$ cat config.mk
export PLATFORM = sky130hd
export DESIGN_NAME = qpu_evt_timing_queue_flat
export DESIGN_NICKNAME = d
export VERILOG_FILES = /design/src/rtl/qpu_evt_timing_queue_if.sv /design/src/rtl/qpu_evt_timing_queue.sv /design/src/flat_wrapper.sv
export SDC_FILE = /design/constraint.sdc
export NUM_CORES = 1
export LEC_CHECK = 0
export ABC_AREA = 1
export BUFFER_PORTS_ARGS = -buffer_cell sky130_fd_sc_hd__buf_2
export CAP_MARGIN = 20
export CORE_ASPECT_RATIO = 0.8
export CORE_MARGIN = 8
export CORE_UTILIZATION = 40
export CTS_CLUSTER_DIAMETER = 50
export DETAILED_ROUTE_END_ITERATION = 8
export GPL_TIMING_DRIVEN = 0
export PLACE_DENSITY_LB_ADDON = 0.08
export SLEW_MARGIN = 20
export SYNTH_ARGS = -nofsm -noshare
export SYNTH_HDL_FRONTEND = slang
export SYNTH_SLANG_ARGS = --single-unit
$ cat constraint.sdc
create_clock -name clk -period 9.7 [get_ports clk]
set_input_delay 0.485 -clock clk [delete_from_list [all_inputs] [get_ports clk]]
set_output_delay 0.485 -clock clk [all_outputs]
set_load 0.01 [all_outputs]
$ cat src/rtl/qpu_evt_timing_queue_if.sv
// QIU write-back handshake carrying timestamped events into the timing queue.
`timescale 1ns/1ps
interface qpu_evt_timing_queue_if #(
    parameter int EDATA_W  = 64,
    parameter int OPRAND_W = 10,
    parameter int TIME_W   = 32
);
    logic                evq_i_valid;
    logic                evq_i_ready;
    logic [EDATA_W-1:0]  evq_i_edata;
    logic [OPRAND_W-1:0] evq_i_oprand;
    logic [TIME_W-1:0]   evq_i_tdata;

    // Producer side (QIU or testbench)
    modport master (
        output evq_i_valid,
        output evq_i_edata,
        output evq_i_oprand,
        output evq_i_tdata,
        input  evq_i_ready
    );

    // Consumer side (timing queue)
    modport slave (
        input  evq_i_valid,
        input  evq_i_edata,
        input  evq_i_oprand,
        input  evq_i_tdata,
        output evq_i_ready
    );
endinterface

$ cat src/rtl/qpu_evt_timing_queue.sv
// QPU event timing queue: buffers timestamped events in an in-order FIFO,
// runs the QPU timeline and releases the head event when its timestamp is
// reached, flagging events that were already overdue when they got there.
`timescale 1ns/1ps
module qpu_evt_timing_queue #(
    parameter int EDATA_W  = 64,
    parameter int OPRAND_W = 10,
    parameter int TIME_W   = 32,
    parameter int DEPTH    = 8,
    parameter int CNT_W    = 4
) (
    input  logic                 clk,
    input  logic                 rst_n,
    qpu_evt_timing_queue_if.slave evq_i,
    input  logic                 time_en,
    input  logic                 time_clr,
    input  logic                 flush,
    input  logic                 late_clr,
    output logic                 evq_o_valid,
    output logic [EDATA_W-1:0]   evq_o_edata,
    output logic [OPRAND_W-1:0]  evq_o_oprand,
    output logic                 evq_o_late,
    output logic [TIME_W-1:0]    evq_timer,
    output logic [CNT_W-1:0]     evq_count,
    output logic                 evq_late_err
);

    localparam int AW = $clog2(DEPTH);

    // Pointers carry one extra wrap bit so full and empty can be told apart
    logic [AW:0]          wr_ptr;
    logic [AW:0]          rd_ptr;
    logic [AW-1:0]        wr_idx;
    logic [AW-1:0]        rd_idx;

    logic [EDATA_W-1:0]   mem_edata  [DEPTH];
    logic [OPRAND_W-1:0]  mem_oprand [DEPTH];
    logic [TIME_W-1:0]    mem_tdata  [DEPTH];

    logic                 full;
    logic                 empty;
    logic                 push;
    logic                 pop;
    logic                 head_late;
    logic [TIME_W-1:0]    head_tdata;

    assign wr_idx     = wr_ptr[AW-1:0];
    assign rd_idx     = rd_ptr[AW-1:0];
    assign full       = (wr_ptr[AW] != rd_ptr[AW]) && (wr_idx == rd_idx);
    assign empty      = (wr_ptr == rd_ptr);

    // Full is judged on registered state only, so a same-cycle pop never frees a slot
    assign evq_i.evq_i_ready = ~full & ~flush;
    assign push       = evq_i.evq_i_valid & ~full & ~flush;

    // The head is compared against the timer value before this cycle's increment
    assign head_tdata = mem_tdata[rd_idx];
    assign head_late  = (head_tdata < evq_timer);
    assign pop        = ~empty & ~flush & (head_tdata <= evq_timer);

    assign evq_count  = CNT_W'(wr_ptr - rd_ptr);

    // Timeline counter: clear has priority, otherwise count while enabled (wraps naturally)
    always_ff @(posedge clk or negedge rst_n) begin
        if (!rst_n) begin
            evq_timer <= '0;
        end else if (time_clr) begin
            evq_timer <= '0;
        end else if (time_en) begin
            evq_timer <= evq_timer + 1'b1;
        end
    end

    // FIFO pointers: flush discards everything queued, otherwise push and pop independently
    always_ff @(posedge clk or negedge rst_n) begin
        if (!rst_n) begin
            wr_ptr <= '0;
            rd_ptr <= '0;
        end else if (flush) begin
            rd_ptr <= wr_ptr;
        end else begin
            if (push) begin
                wr_ptr <= wr_ptr + 1'b1;
            end
            if (pop) begin
                rd_ptr <= rd_ptr + 1'b1;
            end
        end
    end

    // Event storage; contents are only meaningful between the pointers, so no reset is needed
    always_ff @(posedge clk) begin
        if (push) begin
            mem_edata[wr_idx]  <= evq_i.evq_i_edata;
            mem_oprand[wr_idx] <= evq_i.evq_i_oprand;
            mem_tdata[wr_idx]  <= evq_i.evq_i_tdata;
        end
    end

    // Issue register: one-cycle valid pulse, payload holds its last issued value
    always_ff @(posedge clk or negedge rst_n) begin
        if (!rst_n) begin
            evq_o_valid  <= 1'b0;
            evq_o_edata  <= '0;
            evq_o_oprand <= '0;
            evq_o_late   <= 1'b0;
        end else begin
            evq_o_valid <= pop;
            if (pop) begin
                evq_o_edata  <= mem_edata[rd_idx];
                evq_o_oprand <= mem_oprand[rd_idx];
                evq_o_late   <= head_late;
            end
        end
    end

    // Sticky late flag: a late issue beats a simultaneous clear
    always_ff @(posedge clk or negedge rst_n) begin
        if (!rst_n) begin
            evq_late_err <= 1'b0;
        end else if (pop && head_late) begin
            evq_late_err <= 1'b1;
        end else if (late_clr) begin
            evq_late_err <= 1'b0;
        end
    end

endmodule

$ cat src/flat_wrapper.sv
// flat-port wrapper written by rule: the top's interface ports become plain ports
module qpu_evt_timing_queue_flat 
#(
    parameter int EDATA_W  = 64,
    parameter int OPRAND_W = 10,
    parameter int TIME_W   = 32,
    parameter int DEPTH    = 8,
    parameter int CNT_W    = 4
)
  (clk, rst_n, time_en, time_clr, flush, late_clr, evq_o_valid, evq_o_edata, evq_o_oprand, evq_o_late, evq_timer, evq_count, evq_late_err, evq_i_evq_i_valid, evq_i_evq_i_edata, evq_i_evq_i_oprand, evq_i_evq_i_tdata, evq_i_evq_i_ready);
  qpu_evt_timing_queue_if #(.EDATA_W(EDATA_W), .OPRAND_W(OPRAND_W), .TIME_W(TIME_W)) evq_i_i ();
  input  logic clk;
  input  logic rst_n;
  input  logic time_en;
  input  logic time_clr;
  input  logic flush;
  input  logic late_clr;
  output logic evq_o_valid;
  output logic [EDATA_W-1:0] evq_o_edata;
  output logic [OPRAND_W-1:0] evq_o_oprand;
  output logic evq_o_late;
  output logic [TIME_W-1:0] evq_timer;
  output logic [CNT_W-1:0] evq_count;
  output logic evq_late_err;
  input wire logic [$bits(evq_i_i.evq_i_valid)-1:0] evq_i_evq_i_valid;
  input wire logic [$bits(evq_i_i.evq_i_edata)-1:0] evq_i_evq_i_edata;
  input wire logic [$bits(evq_i_i.evq_i_oprand)-1:0] evq_i_evq_i_oprand;
  input wire logic [$bits(evq_i_i.evq_i_tdata)-1:0] evq_i_evq_i_tdata;
  output wire logic [$bits(evq_i_i.evq_i_ready)-1:0] evq_i_evq_i_ready;
  assign evq_i_i.evq_i_valid = evq_i_evq_i_valid;
  assign evq_i_i.evq_i_edata = evq_i_evq_i_edata;
  assign evq_i_i.evq_i_oprand = evq_i_evq_i_oprand;
  assign evq_i_i.evq_i_tdata = evq_i_evq_i_tdata;
  assign evq_i_evq_i_ready = evq_i_i.evq_i_ready;
  qpu_evt_timing_queue #(.EDATA_W(EDATA_W), .OPRAND_W(OPRAND_W), .TIME_W(TIME_W), .DEPTH(DEPTH), .CNT_W(CNT_W)) u_core (.clk(clk), .rst_n(rst_n), .evq_i(evq_i_i), .time_en(time_en), .time_clr(time_clr), .flush(flush), .late_clr(late_clr), .evq_o_valid(evq_o_valid), .evq_o_edata(evq_o_edata), .evq_o_oprand(evq_o_oprand), .evq_o_late(evq_o_late), .evq_timer(evq_timer), .evq_count(evq_count), .evq_late_err(evq_late_err));
endmodule
==> results.md, run 1 <==
- Outcome: completed
- Worst-case reg-to-reg path depth: 18
- Via density per instance: 5.35
- Initial core utilization: 40.3%
- Routed Antenna Nets: 0
- Final Cycle Share: 62.4%
- CP max FO: 10
- Slew @ Worst Pin: 1130 ps
- Fmax: 165 MHz
- Total power: 13.9 mW
- Gr usage total: 20.8%
- Mapped cell area: 38,200 um2
- Non-Filler Instances: 4,816
- Avg Cell Area, Syn: 12.4 um2
- Netlist cell types: 35
- Clock Tree Root: clkbuf_16
- Cts bufs inserted: 107
- Critical path arrival: 6660 ps
- Critical path type: reg2reg
- Final WS setup: 3650 ps
- DR iter-0 viols: 2,235
- Delay-heaviest family, CP: buffers and inverters
- Post-CTS Hold Buffers: 2
- Clock skew: 26.1 ps
- DRC: 0
- HPWL Detailed: 76.8 mm
- Via count: 25,800
- Reg2reg start: u_core.rd_ptr[1]
- Core area: 94,800 um2
- Port Buffer Count: 223
- CTS resizes: 0
- Leak pwr: 16.6 nW
- Ys Warns: 0
- Critical path capture point type: flop
- Syn Nets: 3,239
- WP data required: 10,300 ps
- Hold Crit Class: in2reg
- CP max stage cell: clkbuf_1
- Initial DRT Pass Iterations: 5
- Final wirelength: 113 mm
- Critical path cell sequence: buf_2 > clkbuf_1 > buf_1 > o21ai_0 > o22ai_1 > nor2_1 > a31oi_1 > ha_1 > a21oi_1 > o21a_1 > nand3_1 > nor2_1 > nand2_2 > nand2_1 > buf_4 > buf_4 > nand2_1 > nand2_1
- Hold EP: u_core.evq_timer[5]
- Layout Cell Area excl Fill: 45,900 um2
- Die Area: 106,000 um2
- Die W: 362 um
- Hold path depth: 2
- Final core utilization: 48.4%
- Clk_lat worst skew: 680 ps
- Postcts setup bufs: 0
- Slew headroom: 24.5%
- Max IR drop VDD: 0.000168 V
- Most frequent CP cell: nand2_1
- Wire length per cell: 23.5 um
- #FFs+latches synth: 965
- Clock-pin slew on the worst setup and hold paths: 70 ps
- Setup slack after placement: 3690 ps
- Synth async-reset ratio: 12.1%
- Crit-path max cell delay: 870 ps
- RSZ-0062 raised after global routing: false
- Slew Limit Fails: 0
- Pin count of the biggest net entering global routing: 63
- Final setup fails: 0
- # rows: 101
- Fin. Hold Viols: 0
- Tmin final: 6050 ps
- CTS max path bufs: 3
- Reg2reg setup slack: 3650 ps
- First-pass GRT wire length: 167 mm
- Ys flop type: edfxtp_1
- Placed Instances: 4,596
- Post-Synthesis Cells: 3,087
- Sequential share of the synthesized area: 74.2%
- Routability cong.: 0.848
- Number of global-route vias before repair: 25,800
- Die Y: 293 um
- Initial antenna violation count: 29
- Maximum capacitance violations: 0
- Total gr overflow: 0
- Ratio of cells with drive above 1 in the final layout: 14.8%
- H-tree depth: 3
- Pwr Density: 303 nW/um2
- DP Area: 42,100 um2
- Hold path startpoint: time_clr
- RR Endpoint: u_core.evq_o_edata[5]
- Area delta synth->final: 19.9%
- Fin nets: 3,623
- CP Buf/Inv Count: 5
- Ports: 227
- CTS tree: built
- EDFF count, synth: 848
- Clock sinks: 965
- Crit start category: flop
==> cell families (layout without fill, tap and decap cells) <==
group | Yosys count | count (layout) | synth area share [%]
buffers and inverters | 249 | 727 | 2.69
other | 0 | 15 | 0
DFF | 965 | 965 | 74.2
adders and majority gates | 39 | 39 | 1.30
and+or+nand+nor | 1264 | 1264 | 13.2
xor gates and xnor gates | 6 | 6 | 0.157
AOI/OAI and AO/OA | 564 | 564 | 8.40
==> how the worst max path moves through the flow <==
| stage | from | end | slack, ps | cells after the start |
|---|---|---|---|---|
| 4_1_cts | u_core.rd_ptr[1] | u_core.evq_o_edata[5] | 3660 | 18 |
| 2_1_floorplan | u_core.rd_ptr[1] | u_core.mem_edata[7][0] | 2500 | 12 |
| 6_report | u_core.rd_ptr[1] | u_core.evq_o_edata[5] | 3650 | 18 |
| 5_1_grt | u_core.rd_ptr[1] | u_core.evq_o_edata[5] | 3340 | 19 |
| 3_5_place_dp | u_core.rd_ptr[0] | u_core.evq_o_edata[5] | 3690 | 22 |
| 3_3_place_gp | u_core.rd_ptr[1] | u_core.mem_edata[5][4] | -3320 | 12 |
==> cell usage in the layout (no fill, tap or decap), types with 3 or more instances in the layout <==
master / instances
nor4_1: 4
buf_12: 27
nand4_1: 19
a211oi_1: 3
bufinv_16: 15
o21a_1: 3
diode_2: 15
dfrtp_1: 117
a31oi_1: 32
nor3_1: 20
o21ai_0: 233
buf_2: 273
a21oi_1: 181
buf_1: 10
buf_16: 21
clkinv_8: 3
inv_6: 11
nor2_4: 8
nor2_2: 3
inv_1: 70
clkbuf_8: 4
clkbuf_1: 119
clkinv_1: 15
nand3_1: 168
a221oi_1: 74
xor2_1: 3
inv_2: 3
buf_4: 8
clkbuf_16: 109
clkinv_4: 4
o22ai_1: 32
ha_1: 38
clkinvlp_4: 9
clkinv_2: 20
nand2_1: 557
nor2_1: 482
edfxtp_1: 848
==> per-stage QoR <==
step	hold slack (ps)	TNS [ps]
2_1_floorplan	189	0
3_3_place_gp	468	-2539260
3_5_place_dp	463	0
4_1_cts	31.5	0
5_1_grt	53.4	0
6_report	83.7	0
==> cells in the mapped netlist (32+ instances only) <==
master,instances,area [um2]
o21ai_0,233,1170
nor2_1,490,1840
buf_2,51,255
ha_1,38,475
nand2_1,557,2090
a221oi_1,74,648
clkbuf_1,107,402
o22ai_1,32,200
dfrtp_1,117,2930
inv_1,70,263
a21oi_1,181,906
nand3_1,168,841
edfxtp_1,848,25500
a31oi_1,32,200
==> layer usage <==
layer | wire (um) | track usage (%) | vias to the layer above
met1 | 51300 | 29.8 | 12800
li1 | - | - | 11900
met5 | 46 | 0 | -
met4 | 2980 | 6.24 | 8
met2 | 51000 | 32.4 | 849
met3 | 7750 | 3.97 | 180
==> sequential cells by signal, summed over array words and instances (netlist names) <==
| signal | flops |
|---|---|
| u_core.mem_edata | 512 |
| u_core.mem_tdata | 256 |
| u_core.evq_timer | 32 |
| u_core.rd_ptr | 4 |
| u_core.evq_o_valid | 1 |
| u_core.wr_ptr | 4 |
| u_core.evq_o_edata | 64 |
| u_core.evq_late_err | 1 |
| u_core.evq_o_oprand | 10 |
| u_core.evq_o_late | 1 |
| u_core.mem_oprand | 80 |
==> area by class of cell <==
class	count	area [um2]
diodes	15	37.5
plain buffers	176	754
clock buffers	125	2830
clock inverters	78	866
fillers	8317	48900
inverters	73	274
multi-input cells	1873	8880
flip-flops and latches	965	28400
well taps	1236	1550
repair buffers	275	2290
==> power by group <==
group	total, mW	leakage, nW	internal, mW	switching, mW
clock network	4.21	1.79	2.50	1.70
registers	5.17	9.16	5.00	0.172
logic	4.53	5.69	1.36	3.17
total	13.9	16.6	8.86	5.05
Note: power is estimated with default switching activity, not from simulation.
==> run 2, diff against run 1 <==
Settings changed: ABC_AREA 1 to 0.
Clock period 9.7 ns to 5.7 ns, I/O delays scaled along.
==> run 2 against run 1 <==
  * Combinational power increased by 52%
  * Sequential power increased by 70%
  * Synthesized cell count decreased by 37%
  * Register-to-register slack got worse by 3400 ps
  * Clock power increased by 64%
  * Clock skew decreased by 2.1 ps
  * Non-clock buffer count increased by 42
  * Critical path type unchanged
  * Largest cell class unchanged
==> results.md, run 2 <==
- Max FFs per register: 512 (unchanged)
- Critical path arrival: 5990 ps (was 6660 ps)
- Fin. Hold Viols: 0 (unchanged)
- # rows: 100 (was 101)
- WP data required: 6250 ps (was 10,300 ps)
- FILL cells: 7,765 (was 8,317)
- Leak pwr: 16.4 nW (was 16.6 nW)
- Initial DRT Pass Iterations: 5 (unchanged)
- Die Y: 290 um (was 293 um)
- Met1 Use GR: 24.5% (was 29.8%)
- Crit start category: flop (unchanged)
- Int Pwr: 15.7 mW (was 8.86 mW)
- NetSw: 6.87 mW (was 5.05 mW)
- Clock skew: 24.0 ps (was 26.1 ps)
- Ys Warns: 0 (unchanged)
- Max IR drop VDD: 0.000253 V (was 0.000168 V)
- Total gr overflow: 0 (unchanged)
- Clock Tree Root: clkbuf_16 (unchanged)
- Critical path type: reg2reg (unchanged)
- Gr usage total: 17.8% (was 20.8%)
- Routability cong.: 0.740 (was 0.848)
- Pin count of the biggest net entering global routing: 70 (was 63)
- Combinational Power Share: 30.5% (was 32.6%)
- Dominant cells by area after synthesis: edfxtp_1 (68%), mux4_2 (13%), dfrtp_1 (7.8%) (was edfxtp_1 (67%), dfrtp_1 (7.7%), nand2_1 (5.5%))
- Final setup fails: 0 (unchanged)
- Slew @ Worst Pin: 966 ps (was 1130 ps)
- Core area: 93,100 um2 (was 94,800 um2)
- M3 GR Usage: 3.62% (was 3.97%)
- Slew Limit Fails: 0 (unchanged)
- CP max FO: 19 (was 10)
- Number of global-route vias before repair: 20,800 (was 25,800)
- Clock share of power: 30.5% (was 30.3%)
- H-tree depth: 3 (unchanged)
- Ys flop type: edfxtp_1 (unchanged)
- Pwr Density: 486 nW/um2 (was 303 nW/um2)
- GR Util met2: 29.3% (was 32.4%)
- CTS max path bufs: 3 (unchanged)
- Fin nets: 2,614 (was 3,623)
- Syn Nets: 2,103 (was 3,239)
- Ratio of cells with drive above 1 in the final layout: 31.3% (was 14.8%)
- First-pass GRT wire length: 138 mm (was 167 mm)
- Crit-path max cell delay: 630 ps (was 870 ps)
- HPWL Detailed: 61.1 mm (was 76.8 mm)
- Final wirelength: 92.8 mm (was 113 mm)
- Worst hold margin: 142 ps (was 83.7 ps)
- Via density per instance: 5.18 (was 5.35)
- Cts bufs inserted: 106 (was 107)
- Maximum capacitance violations: 0 (unchanged)
- DRC: 0 (unchanged)
- DP Area: 41,600 um2 (was 42,100 um2)
- Most common cell in the netlist: edfxtp_1 (unchanged)
- EDFF count, synth: 848 (unchanged)
- Outcome: completed (unchanged)
- Commonest non-fill, non-tap cell in the layout: edfxtp_1 (unchanged)
- Avg Cell Area, Syn: 19.2 um2 (was 12.4 um2)
- Netlist cell types: 48 (was 35)
- DR iter-0 viols: 1,326 (was 2,235)
- Top Registers: u_core.mem_edata (512), u_core.mem_tdata (256), u_core.mem_oprand (80) (unchanged)
- Synth async-reset ratio: 12.1% (unchanged)
- Clock-pin slew on the worst setup and hold paths: 60 ps (was 70 ps)
- Synth top cells by count: edfxtp_1 (848), nand2_1 (339), mux4_2 (212) (was edfxtp_1 (848), nand2_1 (557), nor2_1 (490))
- Wire length per cell: 24.5 um (was 23.5 um)
- Clock sinks: 965 (unchanged)
- Hold Crit Class: in2async (was in2reg)
- Initial antenna violation count: 12 (was 29)
- Seq pwr share: 39.0% (was 37.2%)
- Synth area leader: edfxtp_1 (unchanged)
- #FFs+latches synth: 965 (unchanged)
- Ports: 227 (unchanged)
- Most frequent cells in the layout: edfxtp_1 (848), nand2_1 (339), buf_2 (246) (was edfxtp_1 (848), nand2_1 (557), nor2_1 (482))
- CTS tree: built (unchanged)
- Port Buffer Count: 224 (was 223)
- Slew headroom: 35.6% (was 24.5%)
- Die Area: 104,000 um2 (was 106,000 um2)
- Post-Synthesis Cells: 1,951 (was 3,087)
- Final Cycle Share: 95.5% (was 62.4%)
- Sw Share: 30.4% (was 36.3%)
- GR peak layer: met2 (unchanged)
- Mapped cell area: 37,500 um2 (was 38,200 um2)
- Die W: 359 um (was 362 um)
- Via count: 19,600 (was 25,800)
- Area delta synth->final: 23.5% (was 19.9%)
- Sequential share of the synthesized area: 75.6% (was 74.2%)
- Fmax: 184 MHz (was 165 MHz)
- Tmin final: 5450 ps (was 6050 ps)
- Initial core utilization: 40.3% (about the same)
- CP max stage cell: buf_2 (was clkbuf_1)
- Critical path cell sequence: clkbuf_1 > buf_2 > clkbuf_2 > mux4_2 > nand2_1 > nand2_1 > ha_1 > nand4_1 > nor4_4 > nand4_1 > o21ai_2 > o21a_1 > buf_4 > buf_6 > buf_6 > mux2_2 (was buf_2 > clkbuf_1 > buf_1 > o21ai_0 > o22ai_1 > nor2_1 > a31oi_1 > ha_1 > a21oi_1 > o21a_1 > nand3_1 > nor2_1 > nand2_2 > nand2_1 > buf_4 > buf_4 > nand2_1 > nand2_1)
- Clk_lat worst skew: 670 ps (was 680 ps)
- Critical path capture point type: flop (unchanged)
- Synth top area share: 67.8% (was 66.6%)
- Largest reg by FF count: u_core.mem_edata (unchanged)
- Reg2reg setup slack: 250 ps (was 3650 ps)
- Routed Antenna Nets: 0 (unchanged)
- Layout Cell Area excl Fill: 46,400 um2 (was 45,900 um2)
run 2: changes by cell type after synthesis, moves of 66 or more:
cell | previous run | this run
nor2_1 | 490 | 37
o21ai_0 | 233 | 8
nand2_1 | 557 | 339
mux4_2 | 0 | 212
nand3_1 | 168 | 9
a21oi_1 | 181 | 24
a221oi_1 | 74 | 0
mux2_2 | 0 | 73
clkbuf_1 | 107 | 41
run 2: critical path: cells and delay by family (launching register included):
kind,cells,cell delay (ps)
compound gates,2,350
fa+ha+maj,1,320
buf+inv,6,2340
flops,1,420
mux,2,730
simple gates,5,1120
run 2: cell type report:
| cell class | instances | area (um2) | area share, % |
|---|---|---|---|
| Tap cell | 1224 | 1530 | 3.30 |
| Buffer | 87 | 419 | 0.904 |
| Timing Repair Buffer | 406 | 3600 | 7.76 |
| Clock inverter | 50 | 604 | 1.30 |
| Multi-Input combinational cell | 855 | 8710 | 18.8 |
| Clock buffer | 150 | 2950 | 6.36 |
| Antenna cell | 7 | 17.5 | 0.0378 |
| Sequential cell | 965 | 28400 | 61.2 |
| Inverter | 41 | 154 | 0.332 |
run 2: path summary, 6_finish.rpt:
kind,from,cells after the start,end
max reg2reg,u_core.rd_ptr[1],16,u_core.evq_o_edata[22]
min,rst_n,2,u_core.evq_o_edata[46]
min reg2reg,u_core.evq_late_err,1,u_core.evq_late_err
max,u_core.rd_ptr[1],16,u_core.evq_o_edata[22]
max in group asynchronous,rst_n,3,u_core.evq_timer[20]
min in group clk,flush,4,u_core.evq_o_late
run 2: logic make-up after synthesis:
group | count (synthesis) | share of synthesized area (%)
muxes | 288 | 15.0
xor gates and xnor gates | 32 | 0.746
and+or+nand+nor | 436 | 4.82
adders and majority gates | 39 | 1.32
DFF | 965 | 75.6
AOI/OAI and AO/OA | 60 | 1.05
buffers and inverters | 131 | 1.46
run 2: metal layers:
metal  vias to the layer above  part of all wire, %
li1                       8708                    -
met1                     10300                   44
met2                       437                   49
met3                       126                  5.3
met4                         8                  1.7
met5                         -                0.058
run 2: repair_timing:
item,4_1_cts,5_1_grt
buffers inserted,1,8
gates resized for setup,19,4
hold buffers,110,0
hold endpoints to repair,902,0
setup endpoints to repair,91,120
pin swaps,1,3
run 2: power groups by stage:
stage / logic (mW) / clock network, mW / registers [mW]
final: 6.88 / 6.89 / 8.79
after global routing: 7.59 / 7.33 / 8.86
after CTS: 7.12 / 7.07 / 8.80
after detailed placement: 7.00 / 0 / 8.94
after global placement: 6.66 / 0 / 9.07
after floorplan: 4.25 / 0 / 9.07
run 2: per-stage QoR:
step           util (%)  total power, mW  setup WS, ps  setup TNS, ps  cells
3_5_place_dp       44.7             15.9         -1180         -87050   3462
2_1_floorplan         -             13.3         -1720        -831520   1951
5_1_grt            49.8             23.8         -2.50          -3.83   3781
3_3_place_gp       43.2             15.7         -8840       -6049310   3399
6_report           49.8             22.6           254              0   3785
4_1_cts            49.7             23.0          15.0              0   3770
